===== config.mk =====
export PLATFORM = sky130hd
export DESIGN_NAME = lsu_ctrl
export DESIGN_NICKNAME = d
export VERILOG_FILES = /design/src/rtl/lsu_pkg.sv /design/src/rtl/lsu_ctrl_load_formatter.sv /design/src/rtl/lsu_ctrl.sv
export SDC_FILE = /design/constraint.sdc
export NUM_CORES = 1
export LEC_CHECK = 0
export ABC_AREA = 1
export CORE_AREA = 8 8 109 136
export DETAILED_ROUTE_END_ITERATION = 7
export DIE_AREA = 0 0 117 144
export PLACE_DENSITY = 0.77
export SLEW_MARGIN = 25
export SYNTH_ARGS = -nofsm -noshare
export SYNTH_HDL_FRONTEND = slang
export SYNTH_SLANG_ARGS = --single-unit

===== constraint.sdc =====
create_clock -name clk -period 1.8 [get_ports clk]
set_input_delay 0.36 -clock clk [delete_from_list [all_inputs] [get_ports clk]]
set_output_delay 0.36 -clock clk [all_outputs]
set_load 0.02 [all_outputs]

===== src/rtl/lsu_pkg.sv =====
// Shared types for the load/store controller: access size codes, FSM states,
// default UART address and small decode helpers.
package lsu_pkg;

    typedef enum logic [2:0] {
        SZ_B  = 3'b000,
        SZ_H  = 3'b001,
        SZ_W  = 3'b010,
        SZ_BU = 3'b100,
        SZ_HU = 3'b101
    } size_e;

    typedef enum logic [1:0] {
        IDLE      = 2'd0,
        ACCESS    = 2'd1,
        UART_WAIT = 2'd2,
        RESP      = 2'd3
    } state_e;

    localparam logic [31:0] UART_BASE_DEFAULT = 32'h8000_0000;

    function automatic logic size_legal(input logic [2:0] sz);
        return sz inside {SZ_B, SZ_H, SZ_W, SZ_BU, SZ_HU};
    endfunction

    function automatic logic misaligned(input logic [2:0] sz, input logic [1:0] a);
        return ((sz[1:0] == 2'b01) && a[0]) || ((sz[1:0] == 2'b10) && (a != 2'b00));
    endfunction

endpackage


===== src/rtl/lsu_ctrl_load_formatter.sv =====
// Combinational load extension: selects and sign/zero-extends the low bytes
// of a memory word according to the load size code.
module load_formatter
    import lsu_pkg::*;
(
    input  logic [31:0] word_i,
    input  logic [2:0]  size_i,
    output logic [31:0] data_o
);

    always_comb begin
        data_o = '0;
        case (size_i)
            SZ_B:    data_o = {{24{word_i[7]}}, word_i[7:0]};
            SZ_BU:   data_o = {24'b0, word_i[7:0]};
            SZ_H:    data_o = {{16{word_i[15]}}, word_i[15:0]};
            SZ_HU:   data_o = {16'b0, word_i[15:0]};
            SZ_W:    data_o = word_i;
            default: data_o = '0;
        endcase
    end

endmodule


===== src/rtl/lsu_ctrl.sv =====
// Load/store controller: one outstanding request, routed to data memory or the
// UART TX register. Optional misaligned-access trapping with MISALIGN_TRAP_EN.
module lsu_ctrl
    import lsu_pkg::*;
#(
    parameter logic [31:0] UART_BASE   = UART_BASE_DEFAULT,
    parameter logic [3:0]  UART_TX_OFF = 4'h0
) (
    input  logic        clk,
    input  logic        reset,
    input  logic        req_valid,
    output logic        req_ready,
    input  logic        req_we,
    input  logic [31:0] req_addr,
    input  logic [31:0] req_wdata,
    input  logic [2:0]  req_size,
    output logic        resp_valid,
    output logic [31:0] resp_rdata,
    output logic        resp_err,
    output logic        mem_wr_en,
    output logic        mem_rd_en,
    output logic [31:0] mem_addr,
    output logic [31:0] mem_wdata,
    output logic [2:0]  mem_size,
    input  logic [31:0] mem_rdata,
    output logic        uart_wr_en,
    output logic [7:0]  uart_wdata,
    input  logic        uart_busy
);

    state_e      state_q, state_d;
    logic        we_q;
    logic [31:0] addr_q, wdata_q, rdata_q, rdata_d, fmt_data;
    logic [2:0]  size_q;
    logic        is_uart, legal, trap, mem_go;

    // TX and status share one register, so the whole 16-byte region decodes to it.
    logic unused_tx_off;
    assign unused_tx_off = ^UART_TX_OFF;

    assign is_uart = (addr_q[31:4] == UART_BASE[31:4]);
    assign legal   = size_legal(size_q);
`ifdef MISALIGN_TRAP_EN
    assign trap    = legal && misaligned(size_q, addr_q[1:0]);
`else
    assign trap    = 1'b0;
`endif
    assign mem_go  = (state_q == ACCESS) && legal && !trap && !is_uart && !reset;

    load_formatter u_fmt (
        .word_i (mem_rdata),
        .size_i (size_q),
        .data_o (fmt_data)
    );

    always_comb begin
        state_d = state_q;
        rdata_d = rdata_q;
        case (state_q)
            IDLE:      if (req_valid) state_d = ACCESS;
            ACCESS: begin
                state_d = RESP;
                rdata_d = '0;
                if (legal && !trap && !we_q)
                    rdata_d = is_uart ? {31'b0, uart_busy} : fmt_data;
                if (legal && !trap && we_q && is_uart)
                    state_d = UART_WAIT;
            end
            UART_WAIT: if (!uart_busy) state_d = RESP;
            RESP:      state_d = IDLE;
            default:   state_d = IDLE;
        endcase
    end

    always_ff @(posedge clk) begin
        if (reset) begin
            state_q <= IDLE;
            rdata_q <= '0;
            we_q    <= 1'b0;
            addr_q  <= '0;
            wdata_q <= '0;
            size_q  <= '0;
        end else begin
            state_q <= state_d;
            rdata_q <= rdata_d;
            if (state_q == IDLE && req_valid) begin
                we_q    <= req_we;
                addr_q  <= req_addr;
                wdata_q <= req_wdata;
                size_q  <= req_size;
            end
        end
    end

    // Every output is gated by reset so an aborted operation never strobes.
    assign req_ready  = (state_q == IDLE) && !reset;
    assign mem_rd_en  = mem_go && !we_q;
    assign mem_wr_en  = mem_go && we_q;
    assign mem_addr   = mem_go ? addr_q  : '0;
    assign mem_wdata  = mem_go ? wdata_q : '0;
    assign mem_size   = mem_go ? {1'b0, size_q[1:0]} : '0;
    assign uart_wr_en = (state_q == UART_WAIT) && !uart_busy && !reset;
    assign uart_wdata = uart_wr_en ? wdata_q[7:0] : '0;
    assign resp_valid = (state_q == RESP) && !reset;
    assign resp_rdata = resp_valid ? rdata_q : '0;

`ifdef MISALIGN_TRAP_EN
    logic err_q;
    always_ff @(posedge clk) begin
        if (reset)                  err_q <= 1'b0;
        else if (state_q == ACCESS) err_q <= trap;
    end
    assign resp_err = resp_valid && err_q;
`else
    assign resp_err = 1'b0;
`endif

endmodule


== Yosys cells after proc, flatten, opt, wreduce, memory -nomap -nowiden ==
Index checks and enable logic that the tools add are counted.
Operators by class
  reductions and logical operators: 21
  multiplexer cells: 12
  eq/ne operators: 10
Operators with widths (number)
  32-bit 2-to-1 mux: 5
  32-bit one-hot mux with 5 select lines: 1
  28-bit equality test (second input constant): 1
  1-bit logical AND: 13
  8-bit 2-to-1 mux: 1
  2-bit one-hot mux with 4 select lines: 1
  3-bit equality test (second input constant): 2
  2-bit 2-to-1 mux: 3
  5-bit nonzero test: 1
  2-bit equality test (second input constant): 2
  1-bit zero test: 4
  2-bit != test (second input constant): 2
  3-bit by 1-bit equality test with 1-bit output (second input constant): 1
  3-bit by 2-bit equality test with 1-bit output (second input constant): 1
  3-bit zero test: 1
  2-bit by 1-bit equality test with 1-bit output (second input constant): 1
  2-bit zero test: 1
  2-bit AND reduction: 1
  1-bit 2-to-1 mux: 1
Word-level totals
  register bits: 102

== Longest topological paths before layout ==
Gate-level depths: netlist of the first run.
  word-level depth: 6
  depth in mapped cells: 11
  gate-level depth less buffers: 10

== Hierarchy ==
From an unflattened synthesis of the first run, not the netlist that was laid out.
Second synthesis, totals
  cells, all modules: 736
  area, all modules: 4998.5 um^2
Modules (own cells, without submodules)
  lsu_ctrl: times used 1, area each 4470.5 um^2, cells each 652, seq. area each 2042.0 um^2
  load_formatter: times used 1, area each 528.0 um^2, cells each 84, seq. area each 0.0 um^2

== Worst setup path after synthesis of the first run ==
Ideal clock, no wire load.
  path kind: register -> output
  start point: register state_q[0]
  end point: output port uart_wdata[0]
  arrival time: 1.705 ns
  cell stages (with the launch flop): 7
  slack: -0.265 ns
  cell sequence: dfxtp_1 -> inv_1 -> ha_1 -> inv_1 -> nor3_1 -> inv_1 -> nor2_1
Between the ends
  word-level cells in the longest chain between the ends: 4
RTL lines
  from (decl): RTL line lsu_ctrl.sv:31  | state_e state_q, state_d;
  from (signal assigned): RTL line lsu_ctrl.sv:84  | state_q <= state_d;
  2-bit equality test: RTL line lsu_ctrl.sv:102  | assign uart_wr_en = (state_q == UART_WAIT) && !uart_busy && !reset;
  1-bit logical AND (2 in series): RTL line lsu_ctrl.sv:102
  net uart_wr_en: RTL line lsu_ctrl.sv:26  | output logic uart_wr_en,
  8-bit 2-to-1 mux: RTL line lsu_ctrl.sv:103  | assign uart_wdata = uart_wr_en ? wdata_q[7:0] : '0;
  to (decl): RTL line lsu_ctrl.sv:27  | output logic [7:0] uart_wdata,
The timed path passes the listed nets, and every way through them passes these cells.

== Worst setup path in the final report of the first run ==
  start point: register state_q[1]
  end point: output port mem_rd_en
Between the ends
  word-level cells in the longest chain between the ends: 5
RTL lines
  2-bit by 1-bit equality test with 1-bit output: RTL line lsu_ctrl.sv:48  | assign mem_go = (state_q == ACCESS) && legal && !trap && !is_uart && !reset;
  1-bit logical AND (3 in series): RTL line lsu_ctrl.sv:48
  1-bit logical AND: RTL line lsu_ctrl.sv:97  | assign mem_rd_en = mem_go && !we_q;
  to (decl): RTL line lsu_ctrl.sv:21  | output logic mem_rd_en,
No other way between the ends.

==> results of run 1 <==
==> sequential cells by signal, summed over array words and instances (netlist names) <==
register	count
state_q	2
we_q	1
size_q	3
rdata_q	32
addr_q	32
wdata_q	32
==> stage by stage <==
step,setup TNS [ns],instances,instance area [µm²],hold WS (ns)
floorplan,-0.05632,686,5076,0.4300
CTS,-44.20,1135,8597,0.4627
global route,-51.14,1150,9514,0.5050
global placement,-88.29,1088,7669,0.4413
detailed placement,-87.41,1088,7669,0.4442
finish,-43.18,1150,9514,0.4827
==> synthesized netlist by cell type, types with 2 or more instances <==
cell and n:
a21oi_1 71, buf_2 8, buf_4 2, buf_6 7, clkbuf_1 29, dfxtp_1 102
ha_1 5, inv_1 94, inv_2 16, nand2_1 99, nand3_1 3, nor2_1 123
nor2_2 3, nor3_1 3, o21ai_0 80, o31ai_1 31
==> power by group through the flow <==
stage / registers [µW] / logic (µW) / clock network [µW]
after floorplan: 3040 / 2490 / 0
after global placement: 3030 / 3860 / 0
after detailed placement: 3050 / 3920 / 0
after CTS: 3010 / 4850 / 2180
final: 3040 / 5650 / 2130
after global routing: 3100 / 6090 / 2270
==> cell families (layout without fill, tap and decap cells) <==
family	after synthesis	after routing	share of synthesized area
DFF	102	102	0.4322
other	1	3	0.0007937
and+or+nand+nor	237	237	0.2002
buffers and inverters	157	449	0.1398
AOI/OAI and AO/OA	183	183	0.2137
adders and majority gates	5	5	0.01324
==> cell type report <==
class                      count  area, µm²
tap                          171      214.0
timing repair buffer         323       3441
fill                         858       3306
clock inverter                 6      92.59
clock buffer                  10      229.0
sequential                   102       2052
inverter                     110      420.4
antenna                        1      2.502
multi-input combinational    427       3063
==> path summary, 6_finish.rpt <==
kind | end | slack, ns | cells after the start
worst min-delay path | rdata_q[5]$_SDFFE_PP0N_ | 0.48 | 2
worst max-delay path | mem_rd_en | -0.51 | 10
worst max register to register | rdata_q[31]$_SDFFE_PP0N_ | -0.37 | 14
worst min register to register | rdata_q[5]$_SDFFE_PP0N_ | 0.48 | 2
==> repair_timing <==
action,in CTS,in global routing
setup buffers,26,15
pin swaps,10,20
resized for setup,634,245
endpoints found under the setup margin,134,203
gates cloned,5,5
==> worst register-to-register path: stages (launching register included) <==
cell       delay [ns]
dfxtp_2          0.32
inv_2            0.08
ha_4             0.15
inv_4            0.05
nor3_4           0.26
nand2_8          0.11
buf_16           0.16
buf_8            0.13
buf_6            0.12
nor2_8           0.10
buf_4            0.12
buf_8            0.14
clkbuf_16        0.18
nand2_1          0.06
o31ai_1          0.08
==> metal layers <==
metal | part of all wire | track usage
met1 | 0.36 | 0.2189
met2 | 0.53 | 0.3753
met3 | 0.066 | 0.05641
met4 | 0.041 | 0.09527
met5 | 0 | 0
==> impl_metrics.tcl, run 1 <==
set metrics [dict create \
    worstSetupEndpointType "output pin" \
    htree_num_levels 3 \
    synth.avg_cell_area_um2 6.897 \
    crit_type "reg -> out" \
    layout_commonest_cell "buf_6" \
    ys_warn_count 0 \
    worstPathMaxFanout 5 \
    fin_ws_ns -0.5120 \
    violations "negative setup slack" \
    ir_drop_mv 0.5929 \
    syn_inst 685 \
    p_total_uw 10820 \
    drtAntennaViolNets 0 \
    worstPathArrival_ns 1.95 \
    run_status "complete, but fails checks" \
    ioPinCount 217 \
    cts.sinks 102 \
    clkLatencyLatePin_ns 0.35 \
    min_period_over_period 1.284 \
    crit_required_ns 1.44 \
    switching_power_uw 4337 \
    postCtsHoldBufs 0 \
    yosysTopAreaCellShare 0.4322 \
    synth.distinct_cells 25 \
    fin_skew_ns 0.01061 \
    wl_mm 19.76 \
    setup_viol 141 \
    worstReg2RegStart "state_q[1]$_SDFFE_PP0P_" \
    grt_max_degree 70 \
    tightestPinTransition_ns 0.6158 \
    cp_common_cell "buf_6" \
    fmax_mhz 432.5 \
    rows 47 \
    drive_gt1_frac 0.4335 \
    fin_crit_ns 2.312 \
    clockBufferDepth 2 \
    yosys.area.top_type "dfxtp_1" \
    antenna_found_initial 1 \
    hold_class "reg -> reg" \
    synth_edf_count 0 \
    ys.flop_type "dfxtp_1" \
    post-route-drc-count 0 \
    die_x_um 117 \
    p_comb_frac 0.522 \
    dieArea_um2 16850 \
    syn_area_um2 4725 \
    fin_nets 1082 \
    intPower_uw 6478 \
    power_density_nw_per_um2 1137 \
    fp.coreArea_um2 12820 \
    dieHeight_um 144 \
    post-dp-hpwl_mm 11.92 \
    seq_power_share 0.281 \
    grt_usage 0.2082 \
    area_delta_synth_final_pct 101.4 \
    vias_per_cell 4.886 \
    slew_headroom 0.5895 \
    start_util 0.3685 \
    final_cell_mix "buf_6 (108), clkdlybuf4s50_1 (102), nor2_4 (96)" \
    cts_made_buffers 9 \
    worst-path-buf-inv 6 \
    cp-startpoint "state_q[1]$_SDFFE_PP0P_" \
    async_flop_share 0 \
    crit_chain "inv_2 -> ha_4 -> inv_4 -> nor3_4 -> nand2_8 -> buf_16 -> buf_8 -> buf_6 -> nor2_8 -> buf_6" \
    gp_congestion 0.8027 \
    synth_area_leaders "dfxtp_1 (43%), nor2_1 (9.8%), o21ai_0 (8.5%), nand2_1 (7.9%), a21oi_1 (7.5%)" \
    synth-seq-cells 102 \
    maxSlewViolCount 0 \
    grt_pass1_vias 5497 \
    swShare 0.4010 \
    cp_slowest_cell "dfxtp_2" \
    grt_overflow_total 0 \
    num_vias 5619 \
    cts_tree "done" \
    p_clk_frac 0.196 \
    final_util 0.7421 \
    power.leakage_uw 0.003861 \
    cpPeakStageDelay_ns 0.32 \
    pre_cts_slack_ns -0.7395 \
    portBuffers 214 \
    drtPass1Iterations 5 \
    grt_pass1_wl_mm 27.51 \
    clkTransAtPathRegs_ns 0.08 \
    wire_per_inst_um 17.18 \
    root_buffer "clkbuf_16" \
    critPathTopFamily "buffers and inverters" \
    start_kind "flip-flop" \
    drt_iter0_drc 306 \
    holdCritStartpoint "rdata_q[5]$_SDFFE_PP0N_" \
    hold_violations 0 \
    ys_seq_area_frac 0.4322 \
    maxCapViolCount 0 \
    grt_setup_unrepaired "yes" \
]
No activity file was read; power rests on OpenSTA's default activity.
==> run 2, diff against run 1 <==
HOLD_SLACK_MARGIN = 0.03   (was unset)
==> results of run 2 <==
No change in the layout: final DEF, timing and power equal those of run 1.
==> run 3, diff against run 2 <==
CORE_AREA = 8 8 138 108   (was 8 8 109 136)
DIE_AREA = 0 0 146 116   (was 0 0 117 144)
GPL_TIMING_DRIVEN = 0   (was unset)
==> run 3 against run 2 <==
  * The flow still finishes with violations (negative setup slack)
  * Die area increased by 0.52%
  * Setup slack got worse by 0.058 ns
  * Fmax down 2.4%
  * Clock power shrank 8%
  * Global-route usage is 0.39 points higher
  * Register-to-register slack worse by 0.04 ns
  * Core utilization up 0.60 points
  * First-iteration DRC count up 20%
==> impl_metrics.tcl, run 3 (synthesized netlist as in run 1, its figures left out) <==
set metrics [dict create \
    dieHeight_um 116 \
    hold_violations 0 \
    hold_class "in -> reg" \
    globalRouteMet2Util 0.3493 \
    fp.coreArea_um2 12700 \
    area_delta_synth_final_pct 101.1 \
    ioPinCount 217 \
    multi_input_area_um2 3014 \
    htree_num_levels 3 \
    rows 36 \
    fillCellCount 877 \
    worstPathArrival_ns 2.01 \
    ir_drop_mv 0.7719 \
    start_kind "flip-flop" \
    worstPathMaxFanout 5 \
    start_util 0.3719 \
    worstSetupEndpointType "output pin" \
    violations "negative setup slack" \
    fin_crit_ns 2.370 \
    fin_nets 1101 \
    fin_ws_ns -0.5699 \
    power.leakage_uw 0.003735 \
    drtAntennaViolNets 0 \
    grt_overflow_total 0 \
    setup_viol 136 \
    root_buffer "clkbuf_16" \
    fmax_mhz 422.0 \
    grt_pass1_wl_mm 28.97 \
    drive_gt1_frac 0.4291 \
    grt_setup_unrepaired "yes" \
    power_density_nw_per_um2 1166 \
    cts_made_buffers 9 \
    grt_pass1_vias 5506 \
    wl_mm 20.59 \
    gp_congestion 0.7994 \
    cts_tree "done" \
    cts.sinks 102 \
    dieArea_um2 16940 \
    grtUsageMet1 0.2581 \
    tightestPinTransition_ns 0.6389 \
    post-route-drc-count 0 \
    final_util 0.7481 \
    clkTransAtPathRegs_ns 0.07 \
    clkLatencyLatePin_ns 0.34 \
    slew_headroom 0.5741 \
    grt_usage 0.2122 \
    holdWs_ns 0.4286 \
    wire_per_inst_um 17.64 \
    drtPass1Iterations 4 \
    portBuffers 213 \
    grtUsageMet3 0.06789 \
    post-dp-hpwl_mm 12.53 \
    maxCapViolCount 0 \
    reg_top3 "addr_q (32), rdata_q (32), wdata_q (32)" \
    min_period_over_period 1.317 \
    maxSlewViolCount 0 \
    grt_max_degree 17 \
    crit_type "reg -> out" \
    antenna_found_initial 1 \
    run_status "complete, but fails checks" \
    num_vias 5722 \
    crit_required_ns 1.44 \
    busiest_layer "met2" \
    drt_iter0_drc 366 \
    layout_commonest_cell "buf_6" \
    fin_skew_ns 0.006577 \
    register_area_um2 2061 \
    final_cell_mix "buf_6 (120), nor2_4 (106), clkdlybuf4s50_1 (102)" \
    clockBufferDepth 2 \
    vias_per_cell 4.903 \
    die_x_um 146 \
]
run 3: final timing paths:
check | start | endpoint | slack, ns | cells after the start
worst max-delay path | addr_q[14]$_SDFFE_PP0P_ | mem_wdata[1] | -0.57 | 12
worst min-delay path | reset | rdata_q[1]$_SDFFE_PP0N_ | 0.43 | 2
worst max register to register | addr_q[16]$_SDFFE_PP0P_ | rdata_q[0]$_SDFFE_PP0N_ | -0.41 | 17
worst min register to register | addr_q[9]$_SDFFE_PP0P_ | addr_q[9]$_SDFFE_PP0P_ | 0.47 | 2
run 3: metal layers:
layer	up-vias	share of wire
met5	-	0
met4	0	0.040
met3	64	0.071
met2	229	0.48
met1	2664	0.41
li1	2765	-
run 3: final cells by class:
class                   count  share of cell area
inverters                 110             0.04477
multi-input cells         428              0.3172
repair buffers            295              0.3268
diodes                      1           0.0002633
clock inverters             5            0.006320
well taps                 171             0.02251
clock buffers               9             0.02370
flip-flops and latches    102              0.2169
plain buffers              46             0.04161
run 3: power breakdown:
group | leakage, µW | internal, µW | total, µW | switching, µW
clock | 0.000138 | 1070 | 1960 | 891
sequential | 0.000843 | 2860 | 3110 | 256
combinational | 0.00275 | 2610 | 6010 | 3400
total | 0.00374 | 6540 | 11100 | 4540
run 3: stage by stage:
step | cells | worst slack [ns] | area, µm² | TNS (ns) | total power, µW
floorplan | 686 | -0.007039 | 5076 | -0.05632 | 5527
finish | 1167 | -0.5699 | 9503 | -39.80 | 11080
global route | 1167 | -0.6354 | 9503 | -48.56 | 11680
global placement | 1070 | -0.6702 | 7422 | -79.27 | 6623
CTS | 1151 | -0.5109 | 8750 | -31.64 | 10120
detailed placement | 1070 | -0.6777 | 7422 | -79.92 | 6700
run 3: timing repair:
action | CTS | global route
pin swaps | 17 | 27
setup buffers | 61 | 24
hold buffers | 0 | 0
gates cloned | 6 | 3
resized for setup | 729 | 203
endpoints found under the setup margin | 162 | 204
run 3: critical path, cell delays in order (launching register included):
cell     delay [ns]
dfxtp_2        0.32
inv_2          0.07
nand2_2        0.09
nor2_4         0.15
nand2_1        0.12
nor2_4         0.15
nand2_2        0.09
nand2_4        0.15
buf_6          0.12
buf_12         0.12
buf_12         0.12
nor2_4         0.03
buf_6          0.13
